<file path="config.mk">
export PLATFORM = sky130hd
export DESIGN_NAME = psum_ofifo
export DESIGN_NICKNAME = d
export VERILOG_FILES = /design/src/rtl/psum_ofifo.sv
export SDC_FILE = /design/constraint.sdc
export NUM_CORES = 2
export LEC_CHECK = 0
export BUFFER_PORTS_ARGS = -buffer_cell sky130_fd_sc_hd__buf_2
export CAP_MARGIN = 15
export CORE_MARGIN = 2
export CORE_UTILIZATION = 55
export DETAILED_ROUTE_END_ITERATION = 12
export PLACE_DENSITY = 0.72
export SYNTH_ARGS = -nofsm -noshare
export SYNTH_HDL_FRONTEND = slang
export SYNTH_SLANG_ARGS = --single-unit
</file>
<file path="constraint.sdc">
create_clock -name clk -period 9.6 [get_ports clk]
set_clock_uncertainty 0.2 [all_clocks]
set_input_delay 1.44 -clock clk [delete_from_list [all_inputs] [get_ports clk]]
set_output_delay 1.44 -clock clk [all_outputs]
set_load 0.05 [all_outputs]
</file>
<file path="src/rtl/psum_ofifo.sv">
// psum_ofifo: output collection buffer behind the MAC column array.
// One FIFO lane per column realigns the staggered column results into
// complete rows. A row is presented to the consumer only after every lane
// holds at least one entry. All lanes pop together, so they share a
// single read pointer.
//
// Ports:
//   clk        rising-edge clock
//   reset      asynchronous active-low reset
//   in         per-lane partial sums; lane c is in[(c+1)*bw_psum-1 : c*bw_psum]
//   wr         per-lane write strobes
//   rd         pop one complete row (ignored while o_valid is low)
//   out        show-ahead head entry of every lane, packed like in
//   o_valid    every lane holds at least one entry
//   o_full     at least one lane holds depth entries
//   o_ready    no lane is full
//   o_overflow sticky flag: a write was dropped because its lane was full
module psum_ofifo #(
    parameter int col     = 8,
    parameter int bw_psum = 22,
    parameter int depth   = 16
) (
    input  logic                   clk,
    input  logic                   reset,
    input  logic [col*bw_psum-1:0] in,
    input  logic [col-1:0]         wr,
    input  logic                   rd,
    output logic [col*bw_psum-1:0] out,
    output logic                   o_valid,
    output logic                   o_full,
    output logic                   o_ready,
    output logic                   o_overflow
);

    localparam int aw = $clog2(depth);
    localparam logic [aw:0] full_cnt = depth[aw:0];

    logic [bw_psum-1:0] mem [col][depth];
    logic [aw-1:0]      wr_ptr [col];
    logic [aw:0]        cnt [col];
    logic [aw-1:0]      rd_ptr;

    logic [col-1:0] lane_full;
    logic [col-1:0] lane_nempty;
    logic [col-1:0] accept;
    logic [col-1:0] drop;
    logic           pop;

    always_comb begin
        lane_full   = '0;
        lane_nempty = '0;
        for (int unsigned c = 0; c < col; c++) begin
            lane_full[c]   = (cnt[c] == full_cnt);
            lane_nempty[c] = (cnt[c] != '0);
        end
    end

    assign o_valid = &lane_nempty;
    assign o_full  = |lane_full;
    assign o_ready = ~o_full;
    assign pop     = rd & o_valid;

    // A pop in the same cycle frees one slot in every lane, so a full lane
    // may still accept its write.
    assign accept  = wr & (~lane_full | {col{pop}});
    assign drop    = wr & lane_full & ~{col{pop}};

    always_comb begin
        out = '0;
        for (int unsigned c = 0; c < col; c++) begin
            out[c*bw_psum +: bw_psum] = mem[c][rd_ptr];
        end
    end

    always_ff @(posedge clk or negedge reset) begin
        if (!reset) begin
            for (int unsigned c = 0; c < col; c++) begin
                for (int unsigned d = 0; d < depth; d++) begin
                    mem[c][d] <= '0;
                end
                wr_ptr[c] <= '0;
                cnt[c]    <= '0;
            end
            rd_ptr     <= '0;
            o_overflow <= 1'b0;
        end else begin
            if (pop) begin
                rd_ptr <= rd_ptr + 1'b1;
            end
            for (int unsigned c = 0; c < col; c++) begin
                if (accept[c]) begin
                    mem[c][wr_ptr[c]] <= in[c*bw_psum +: bw_psum];
                    wr_ptr[c]         <= wr_ptr[c] + 1'b1;
                end
                case ({accept[c], pop})
                    2'b10:   cnt[c] <= cnt[c] + 1'b1;
                    2'b01:   cnt[c] <= cnt[c] - 1'b1;
                    default: cnt[c] <= cnt[c];
                endcase
            end
            if (|drop) begin
                o_overflow <= 1'b1;
            end
        end
    end

endmodule

</file>
-- After elaboration in Yosys (flattened, before gate mapping)
Cells that the tools add are included.
W data, S select, Z words.
- add/sub/neg operators: 25
- order comparisons: 17
- reductions and logical operators: 27
- multiplexer cells: 56
- equal/unequal tests: 24
- bitwise logic cells: 17
- operators by type and width (operator ; count):
    $bwmux W352 ; 8
    $bmux W22 S4 ; 8
    $demux W22 S4 ; 8
    $mux W22 ; 24
    $pmux W5 S2 ; 8
    $ge A5 B5 Y1 const B ; 9
    $not A4 Y5 ; 9
    $add A5 B1 Y5 const B ; 8
    $eq A5 B5 Y1 const B ; 8
    $lt A5 B1 Y1 const B ; 8
    $reduce_bool A5 Y1 ; 8
    $sub A5 B1 Y5 const B ; 8
    $add A4 B1 Y4 const B ; 9
    $and A8 B8 Y8 ; 3
    $eq A2 B1 Y1 const B ; 8
    $eq A2 B2 Y1 const B ; 8
    $not A8 Y8 ; 2
    $reduce_bool A2 Y1 ; 8
    $reduce_or A8 Y1 ; 2
    $logic_and A1 B1 Y1 ; 8
    $or A8 B8 Y8 ; 1
    $reduce_and A8 Y1 ; 1
    $and A1 B1 Y1 ; 1
    $not A1 Y1 ; 1
- logic and storage cells: 312
- register bits after elaboration: 2893
- output and inout port bits: 180
- input bits: 187

-- Longest topological paths before layout
- depth in word-level cells: 7
- mapped depth: 13
- mapped depth without buffers: 12

-- Worst setup path after synthesis
OpenSTA, ideal clock, no wires.
- kind: input-to-reg
- from: input port rd
- to: register cnt[38] (netlist name)
- arrival: 4.029 ns
- cell stages on the path: 11
- library setup time: 0.131 ns
- setup slack: 5.240 ns
- data required time: 9.269 ns
- path buffers: 3
- cells stage by stage: buf_1 clkbuf_1 nand3_1 clkbuf_1 nor2_1 ha_1 a21o_1 a21oi_1 xor2_1 nor3_1 or3_1
- word-level cells in the longest chain between the ends: 5
- elaborated cells on any way between the ends: 7
- those cells by class: eq/ne: 2; mux: 1; bitwise: 3; reduce/logical: 1
- ends and longest elaborated chain (what ; RTL line ; text):
    from (decl) ; 27 ; input logic rd,
    $and A1 B1 Y1 * ; 61 ; assign pop = rd & o_valid;
    $or A8 B8 Y8 ; 65 ; assign accept = wr & (~lane_full | {col{pop}});
    $and A8 B8 Y8 ; 65 ;
    $eq A2 B1 Y1 / $eq A2 B2 Y1 (equally long branches) ; 95 ; case ({accept[c], pop})
    $pmux W5 S2 / $reduce_bool A2 Y1 (equally long branches) ; -- ;
    to (signal, indexed assignment) ; 96 ; 2'b10: cnt[c] <= cnt[c] + 1'b1;
    to (signal, indexed assignment) ; 97 ; 2'b01: cnt[c] <= cnt[c] - 1'b1;
    to (signal, indexed assignment) ; 98 ; default: cnt[c] <= cnt[c];
    to (decl) ; 40 ; logic [aw:0] cnt [col];
Mark *: on every way between the ends. The rest lies on a longest branch, timed or not.
A chain may end at the register's enable or synchronous reset.

-- Worst setup path after layout
- from: register rd_ptr[2]
- to: output port out[54]
- word-level cells in the longest chain between the ends: 4
- ends and longest elaborated chain (what ; RTL line ; text):
    from (decl) ; 41 ; logic [aw-1:0] rd_ptr;
    from (signal assigned) ; 88 ; rd_ptr <= rd_ptr + 1'b1;
    $not A4 Y5 (not written as such) ; 71 ; out[c*bw_psum +: bw_psum] = mem[c][rd_ptr];
    $bmux W22 S4 ; 71 ;
    $mux W22 (not written as such) (2 in series) ; 71 ;
    to (decl) ; 28 ; output logic [col*bw_psum-1:0] out,
Every way passes these cells. The select of a mux whose other input is x is not followed.

==> impl_metrics.csv <==
group,metric,value,unit
cts,cts_resized,0,
die,die_area,246300,um2
route,drtIter0Drc,5500,
cts,cts_tree,"built",
sta,slew_headroom,13.66,%
die,io_pins,367,
sta,finalSetupViolations,0,
route,routed.top_layer,"met5",
placement,gp_congestion,0.7826,
logic_synthesis,avgSynthCellArea,14.50,um2
logic_synthesis,synth_area,133300,um2
pwr,clockPowerShare,20.2,%
logic_synthesis,synth_top_cell_area_share,54.32,%
logic_synthesis,yosys_warnings,0,
route,vias_per_cell,6.233,
placement,place_area,138500,um2
cts,cts_setup_buffers,0,
sta,slew_viol_final,0,
route,route.met3.wl,16880,um
logic_synthesis,ys_seq_area_share,54.32,%
cts,holdBufCountCts,0,
finish,fin_area,148600,um2
logic_synthesis,ys_seq_elements,2893,
logic_synthesis,syn_nets,9442,
cts,cts_buffers,317,
setup_path,critPathArrivalTime,4.93,ns
logic_synthesis,synth_area_leaders,"dfrtp_1, mux2_2, mux4_2",
sta,rsz0062_at_grt,"no",
placement,dp_hpwl,189200,um
route,firstDrtPassIters,7,
setup_path,critPathMaxFanout,53,
route,num_vias,79460,
route,ant_nets,0,
die,core_area,240800,um2
grt,grt_overflow,0,
pwr,vdd_drop_max,0.0003189,V
sta,finalSetupTns,0,ns
sta,finalCriticalPeriod,6.570,ns
pwr,p_switching,21.93,mW
die,die_h,496.3,um
flow_run,drv_cap,0,
cts,cts_buffer_depth,4,
grt,antenna_found_initial,69,
route,wl,334400,um
setup_path,required,7.96,ns
cts,path_clk_slew,0.06,ns
logic_synthesis,synthCells,9190,
finish,drive_above_1_share,47.14,%
sta,max_slew.worst_pin.slew,1.295,ns
sta,max_freq,0.1522,GHz
run_status,status,"finished, final reports clean",
die,initial_core_util,55.36,%
route,dr_wl_met2,161300,um
pwr,p_comb_share,43.4,%
cts,clkSinkCount,2893,
pwr,swShare,37.68,%
grt,gr-usage-all-layers,27.22,%
cts,root_buffer,"clkbuf_16",
setup_path,crit_type,"flip-flop to output port",
logic_synthesis,yosysTopAreaCell,"dfrtp_1",
cts,worstSkewPairLatency,0.93,ns
grt,grt_start_max_net_pins,195,
pwr,p_int,36.27,mW
grt,grt_pass1_vias,85120,
pwr,p_per_area,391.6,nW/um2
die,die_x,496.3,um
pwr,power,58.20,mW
route,wl_met1,144500,um
setup_path,end_kind,"output port",
grt,grt_pass1_wl,517800,um
route,drc,0,
cts,cts_max_level,5,
sta,hold_violations,0,
route,wire_per_inst,26.23,um
placement,port_buffers,366,
pwr,pwr-share-seq,36.3,%
logic_synthesis,synth_cell_types,53,
pwr,p_leak,65.21,nW
finish,nets,9574,
die,num_rows,180,
sta,period_share,68.44,%
setup_path,startpoint_type,"flip-flop",
finish,areaGrowthSynthToFinish,11.51,%
worst_hold_path,hp-class,"primary input to asynchronous set/reset pin",
## critical path: stages, from the launching register on
cell,delay (ns)
dfrtp_4,0.60
buf_4,0.90
nand2b_4,0.64
buf_4,0.63
o21ai_0,0.32
a21oi_1,0.08
a22oi_1,0.21
nand2_1,0.25
buf_2,0.30
## stage by stage
stage | std cells | utilization [%] | hold slack (ns) | setup WS, ns
after floorplan | 9190 | - | 0.2522 | 5.240
after global placement | 12190 | 57.54 | 0.2625 | 4.102
after detailed placement | 12190 | 57.54 | 0.2725 | 4.057
after CTS | 12720 | 61.68 | 0.2698 | 3.044
after global routing | 12740 | 61.72 | 0.2741 | 2.866
final | 12750 | 61.73 | 0.2616 | 3.030
## placed cells by master (no fill, tap or decap), types with 176 or more instances in the layout
master	n
o21ai_0	361
a22oi_1	182
clkbuf_16	323
mux4_2	352
dfrtp_1	2889
nand2_1	241
buf_2	365
mux2i_1	533
a221oi_1	176
mux2_2	2965
buf_4	187
a21oi_1	198
## layout make-up
| class | count | area, um2 |
|---|---|---|
| tap | 3185 | 3985 |
| timing repair buffer | 584 | 3865 |
| clock inverter | 59 | 629.4 |
| clock buffer | 477 | 9331 |
| multi-input combinational | 5485 | 58180 |
| inverter | 41 | 153.9 |
| fill | 17880 | 92140 |
| antenna | 24 | 60.06 |
| sequential | 2893 | 72410 |
## synthesized netlist by cell type, drive strengths merged
master / n
o2bb2ai: 16
and4: 2
a21oi: 198
nand4: 2
o211ai: 1
a31oi: 15
nand3b: 6
or4: 3
nand3: 12
o21ai: 361
nand2b: 8
nor2b: 24
nor3: 43
a22o: 6
inv: 41
nand2: 242
fa: 8
ha: 57
or3: 4
buf: 364
o21a: 5
nor2: 13
a222oi: 1
a311oi: 6
clkbuf: 407
nor3b: 70
mux4: 352
xor2: 30
a221oi: 176
a41o: 1
nor4: 43
and2: 8
dfrtp: 2893
mux2i: 533
mux2: 3003
a22oi: 182
and3: 2
xnor2: 21
o221ai: 5
o21bai: 1
a21o: 22
o22ai: 1
a211oi: 2
## routing by layer
| layer | global-route usage, % | up-vias |
|---|---|---|
| met1 | 37.23 | 42630 |
| li1 | - | 34230 |
| met5 | 0 | - |
| met4 | 9.153 | 52 |
| met3 | 4.552 | 705 |
| met2 | 44.44 | 1849 |
## final timing paths
path	start	to	slack (ns)	cells after the start
worst max-delay path	rd_ptr[2]	out[54]	3.03	8
worst min-delay path	reset	mem[2427]	0.26	1
worst max register to register	cnt[30]	cnt[38]	5.21	13
worst min register to register	mem[2635]	mem[2635]	0.28	1
max in group asynchronous	reset	mem[849]	6.70	3
min in group clk	mem[2635]	mem[2635]	0.28	1
## flip-flops by register name (all words and copies together), names as in the netlist
register / cells
wr_ptr: 32
cnt: 40
mem: 2816
rd_ptr: 4
o_overflow: 1
## kinds of logic (layout without fill, tap and decap cells)
kind of cell / Yosys count / in the layout / share of synthesized area [%]
XOR/XNOR: 51 / 51 / 0.3352
AND/OR/NAND/NOR: 482 / 482 / 1.953
other: 0 / 24 / 0
AO/OA/AOI/OAI: 999 / 999 / 4.813
flip-flops: 2893 / 2893 / 54.32
adder cells (fa/ha/maj): 65 / 65 / 0.6553
buffers and inverters: 812 / 1161 / 2.597
multiplexers: 3888 / 3888 / 35.33
## power groups by stage
stage | registers [mW] | logic (mW) | clock network, mW
CTS | 21.2 | 25.4 | 12.0
detailed placement | 21.3 | 25.3 | 0
finish | 21.2 | 25.3 | 11.8
global route | 21.9 | 26.9 | 12.5
floorplan | 20.1 | 19.4 | 0
global placement | 20.8 | 24.7 | 0
Note: power is estimated with default switching activity, not from simulation.
